<file path="src/rtl/recv_shift_if.sv">
// Serial receive bus bundle: transaction control, serial data in, byte/handshake
// and status outputs. The receiver uses the slave side, its driver the master side.
interface recv_shift_if;
  logic       start;
  logic [1:0] len;
  logic       rx_in;
  logic [7:0] rx_data;
  logic       rx_valid;
  logic       rx_ack;
  logic       busy;
  logic       done;
  logic       overrun;

  modport master (
    output start, len, rx_in, rx_ack,
    input  rx_data, rx_valid, busy, done, overrun
  );

  modport slave (
    input  start, len, rx_in, rx_ack,
    output rx_data, rx_valid, busy, done, overrun
  );
endinterface

</file>
<file path="src/rtl/recv_shift.sv">
// Serial-to-parallel receiver: shifts 1..4 bytes off rx_in while start is held,
// presents each completed byte with a valid/ack handshake and a sticky overrun flag.
module recv_shift #(
  parameter bit MSB_FIRST = 1'b1
) (
  input logic         clk,
  input logic         rst_n,
  recv_shift_if.slave bus
);

  typedef enum logic [1:0] {
    S_IDLE  = 2'd0,
    S_SHIFT = 2'd1,
    S_DONE  = 2'd2
  } state_t;

  state_t     r_state;
  logic [2:0] r_bit_cnt;
  logic [1:0] r_byte_cnt;
  logic [1:0] r_len;
  logic [7:0] r_shift;
  logic [7:0] r_rx_data;
  logic       r_rx_valid;
  logic       r_overrun;

  logic [7:0] w_shift_next;
  logic       w_complete;

  // The bit on rx_in is folded into the byte on the same edge it is sampled.
  assign w_shift_next = MSB_FIRST ? {r_shift[6:0], bus.rx_in}
                                  : {bus.rx_in, r_shift[7:1]};
  assign w_complete   = (r_state == S_SHIFT) && bus.start && (r_bit_cnt == 3'd7);

  always_ff @(posedge clk or negedge rst_n) begin
    if (!rst_n) begin
      r_state    <= S_IDLE;
      r_bit_cnt  <= 3'd0;
      r_byte_cnt <= 2'd0;
      r_len      <= 2'd0;
      r_shift    <= 8'h00;
      r_rx_data  <= 8'h00;
      r_rx_valid <= 1'b0;
      r_overrun  <= 1'b0;
    end else begin
      case (r_state)
        S_IDLE: begin
          if (bus.start) begin
            r_shift    <= w_shift_next;
            r_len      <= bus.len;
            r_byte_cnt <= 2'd0;
            r_overrun  <= 1'b0;
            r_bit_cnt  <= 3'd1;
            r_state    <= S_SHIFT;
          end
        end
        S_SHIFT: begin
          if (!bus.start) begin
            r_state <= S_IDLE;
          end else begin
            r_shift <= w_shift_next;
            if (w_complete) begin
              r_bit_cnt <= 3'd0;
              if (r_byte_cnt == r_len) begin
                r_state <= S_DONE;
              end else begin
                r_byte_cnt <= r_byte_cnt + 2'd1;
              end
            end else begin
              r_bit_cnt <= r_bit_cnt + 3'd1;
            end
          end
        end
        S_DONE: begin
          if (!bus.start) begin
            r_state <= S_IDLE;
          end
        end
        default: r_state <= S_IDLE;
      endcase

      // A completing byte always wins over an ack; an ack on that edge only spares overrun.
      if (w_complete) begin
        r_rx_data  <= w_shift_next;
        r_rx_valid <= 1'b1;
        if (r_rx_valid && !bus.rx_ack) begin
          r_overrun <= 1'b1;
        end
      end else if (r_rx_valid && bus.rx_ack) begin
        r_rx_valid <= 1'b0;
      end
    end
  end

  assign bus.rx_data  = r_rx_data;
  assign bus.rx_valid = r_rx_valid;
  assign bus.overrun  = r_overrun;
  assign bus.busy     = (r_state == S_SHIFT);
  assign bus.done     = (r_state == S_DONE);

endmodule

</file>
<file path="src/flat_wrapper.sv">
// flat-port wrapper written by rule: the top's interface ports become plain ports
module recv_shift_flat 
#(
  parameter bit MSB_FIRST = 1'b1
)
  (clk, rst_n, bus_start, bus_len, bus_rx_in, bus_rx_ack, bus_rx_data, bus_rx_valid, bus_busy, bus_done, bus_overrun);
  recv_shift_if bus_i ();
  input logic clk;
  input logic rst_n;
  input wire logic [$bits(bus_i.start)-1:0] bus_start;
  input wire logic [$bits(bus_i.len)-1:0] bus_len;
  input wire logic [$bits(bus_i.rx_in)-1:0] bus_rx_in;
  input wire logic [$bits(bus_i.rx_ack)-1:0] bus_rx_ack;
  output wire logic [$bits(bus_i.rx_data)-1:0] bus_rx_data;
  output wire logic [$bits(bus_i.rx_valid)-1:0] bus_rx_valid;
  output wire logic [$bits(bus_i.busy)-1:0] bus_busy;
  output wire logic [$bits(bus_i.done)-1:0] bus_done;
  output wire logic [$bits(bus_i.overrun)-1:0] bus_overrun;
  assign bus_i.start = bus_start;
  assign bus_i.len = bus_len;
  assign bus_i.rx_in = bus_rx_in;
  assign bus_i.rx_ack = bus_rx_ack;
  assign bus_rx_data = bus_i.rx_data;
  assign bus_rx_valid = bus_i.rx_valid;
  assign bus_busy = bus_i.busy;
  assign bus_done = bus_i.done;
  assign bus_overrun = bus_i.overrun;
  recv_shift #(.MSB_FIRST(MSB_FIRST)) u_core (.clk(clk), .rst_n(rst_n), .bus(bus_i));
endmodule
</file>
<file path="config.mk">
export PLATFORM = sky130hd
export DESIGN_NAME = recv_shift_flat
export DESIGN_NICKNAME = d
export VERILOG_FILES = /design/src/rtl/recv_shift_if.sv /design/src/rtl/recv_shift.sv /design/src/flat_wrapper.sv
export SDC_FILE = /design/constraint.sdc
export NUM_CORES = 1
export LEC_CHECK = 0
export CAP_MARGIN = 10
export CELL_PAD_IN_SITES_DETAIL_PLACEMENT = 0
export CELL_PAD_IN_SITES_GLOBAL_PLACEMENT = 2
export CORE_ASPECT_RATIO = 1.2
export CORE_UTILIZATION = 34
export CTS_CLUSTER_DIAMETER = 30
export DETAILED_ROUTE_END_ITERATION = 10
export HOLD_SLACK_MARGIN = 0.06
export PLACE_DENSITY_LB_ADDON = 0.1
export SLEW_MARGIN = 10
export SYNTH_ARGS = -nofsm -noshare
export SYNTH_HDL_FRONTEND = slang
export SYNTH_SLANG_ARGS = --single-unit
</file>
<file path="constraint.sdc">
create_clock -name clk -period 2.4 [get_ports clk]
set_clock_uncertainty 0.1 [all_clocks]
set_input_delay 0.6 -clock clk [delete_from_list [all_inputs] [get_ports clk]]
set_output_delay 0.6 -clock clk [all_outputs]
set_load 0.02 [all_outputs]
</file>
==> reports/metrics.yaml <==
sta:
  worst-slew-pin-transition_ps: 339
  clock.fmax_mhz: 433
  report.final.slew_viol_count: 0
  setup_viol: 0
  finalCritPeriodShare_pct: 96.1
  timing.slew.headroom_pct: 77.4
  grt_setup_unrepaired: "no"
  timing_hold_violations_final: 0
  finalSetupTns_ps: 0
  period_minus_slack_ps: 2310
synthesis:
  synthesis_warnings: 0
  postSynthNetCount: 118
  syn_inst: 109
  synth_area_um2: 1120
  synth.avg_cell_area_um2: 10.3
  synth_seq_cells: 26
  synth.area.top_cells: "sky130_fd_sc_hd__dfrtp_1, sky130_fd_sc_hd__nand2_1, sky130_fd_sc_hd__a22o_1"
  synth_cell_type_count: 26
  yosys.area.top_type: "sky130_fd_sc_hd__dfrtp_1"
  synth.top_cell.area_share_pct: 58.2
  synth.yosys.seq_area_share_pct: 58.2
die:
  die_height_um: 64.8
  num_rows: 22
  top_level_ports: 19
  floorplan.initialDensity_pct: 36.2
  placeableCoreArea_um2: 3080
  die_width_um: 54.3
  design.die.area_um2: 3520
global_routing:
  grt_antenna_before_repair: 0
  wire_length_of_the_first_global_routing_pass_mm: 3.47
  gr-total-overflow: 0
  via_count_of_the_first_global_routing_pass: 777
  gr-usage-all-layers_pct: 13.7
  grt_max_degree: 27
final_layout:
  final_common_cell: "sky130_fd_sc_hd__nand2_1"
  final_area_um2: 1360
  final_layout_size_suffix_gt1_share_pct: 10.9
  mostFrequentLayoutCells: "sky130_fd_sc_hd__nand2_1, sky130_fd_sc_hd__dfrtp_1, sky130_fd_sc_hd__clkdlybuf4s50_1, sky130_fd_sc_hd__buf_4"
  finish.utilization_pct: 44.1
  syn_to_final_growth_pct: 21.6
  num_antenna_cells: 0
  fin_nets: 140
setup_path:
  worst-r2r-cell-count: 5
  crit_start: "u_core.r_state[0]"
  crit_path_start_kind: "flip-flop"
  reg2reg_from: "u_core.r_bit_cnt[0]"
  worst-setup-path-type: "flip-flop to primary output"
  timing.critical_path.to_type: "primary output"
  path_max_fanout: 10
  worst_ep_arrival_time_ps: 1610
  cp.required_ps: 1700
  worst_r2r_endpoint: "u_core.r_byte_cnt[1]"
  worst-r2r-setup-slack_ps: 700
placement:
  place_hpwl_mm: 1.40
  postPlaceCellArea_um2: 1340
  final_weighted_congestion_of_routability_driven_global_placement: 0.645
  input_output_buffers: 18
clock_tree:
  clock_tree_from_tritoncts: "built"
  cts-htree-levels: 1
  clock_tree.buffer_depth: 2
  clk_transition_reported_paths_ps: 130
  cts-root-buf: "sky130_fd_sc_hd__clkbuf_4"
  clock_insertion_delay_worst_skew_ps: 310
  cts_hold_buffers: 0
  total_cts_buffers: 3
  clkSinkCount: 26
pwr:
  report.power.total_uw: 928
  vdd_drop_max_mv: 0.268
  p_leak_nw: 0.663
  power_per_cell_area_nw_per_um2: 683
worst_hold_path:
  worstHoldEndpoint: "u_core.bus.rx_data[3]"
  holdPathStages: 2
  hold_class: "flip-flop to flip-flop"
  worstHoldStart: "u_core.bus.rx_data[3]"
detailed_routing:
  drt_pass1_iterations: 4
  drt_iter0_markers: 11
  route.detailed.vias_per_inst: 4.75
  vias: 784
  routedWlPerCell_um: 12.0
  ant_nets: 0
  drc_errors: 0
  finalWirelength_mm: 1.99
outcome:
  run_status: "complete, no violations"
run:
  maxCapViolations: 0
==> state kept, by name, summed over array words and instances, names as in the netlist <==
| register | flops |
|---|---|
| u_core.r_bit_cnt | 3 |
| u_core.bus.rx_data | 8 |
| u_core.bus.overrun | 1 |
| u_core.r_byte_cnt | 2 |
| u_core.r_shift | 7 |
| u_core.r_len | 2 |
| u_core.bus.rx_valid | 1 |
| u_core.r_state | 2 |
==> per-layer routing <==
layer,up-vias,routed length (um),GRT usage [%]
met3,2,64,2.11
met4,0,20,6.73
li1,396,-,-
met5,-,0,0
met1,373,931,17.4
met2,13,971,22.0
==> cell families (layout without fill, tap and decap cells) <==
group	count (synthesis)	count (layout)	share of synthesized area, %
AND/OR/NAND/NOR	58	58	23.9
XOR/XNOR	2	2	1.57
AO/OA/AOI/OAI	12	12	7.50
buffers and inverters	6	26	3.69
multiplexers	3	3	2.91
adder cells (fa/ha/maj)	2	2	2.24
flip-flops	26	26	58.2
==> worst max-delay path, stage by stage, from the launching register on <==
cell	delay, ps
sky130_fd_sc_hd__dfrtp_2	490
sky130_fd_sc_hd__nor2b_1	180
sky130_fd_sc_hd__clkdlybuf4s50_1	630
==> power by group <==
group	leakage, nW	switching, mW	internal [mW]
Sequential	0.338	0.0394	0.499
Combinational	0.312	0.107	0.103
Clock	0.0138	0.121	0.0586
==> cell usage after synthesis, drive strengths merged <==
master and number:
a22o 3, a31oi 2, and2b 1, and4b 1, buf 5, dfrtp 26, ha 2, inv 1
mux2 2, mux2i 1, nand2 46, nand2b 2, nand3b 1, nand4b 1, nor2 2, nor2b 3
nor3b 1, o2111ai 1, o21a 1, o21ai 4, o311ai 1, xor2 2
==> worst max-delay path by stage <==
stage | endpoint | slack, ps | cells past startpoint
floorplan | u_core.r_byte_cnt[1] | 850 | 6
global placement | u_core.r_byte_cnt[0] | 380 | 4
detailed placement | u_core.r_byte_cnt[0] | 330 | 4
CTS | bus_busy | 30 | 2
global route | bus_busy | 7 | 2
finish | bus_done | 90 | 2
==> stage by stage <==
step	instances	hold slack (ps)	setup WS [ps]
3_3_place_gp	162	358	377
5_1_grt	165	406	7.30
3_5_place_dp	162	363	329
4_1_cts	165	396	29.9
2_1_floorplan	109	204	851
6_report	165	387	92.9
==> what timing repair did <==
item	4_1_cts	5_1_grt
setup endpoints to repair	0	2
gates resized for setup	0	1
setup buffers	0	0
==> final cells by class <==
cell class	instances	area, um2
clock buffers	3	22.5
fillers	327	1720
inverters	1	3.75
multi-input cells	77	425
flip-flops and latches	26	652
well taps	36	45.0
repair buffers	22	210
No activity file was read; power rests on OpenSTA's default activity.
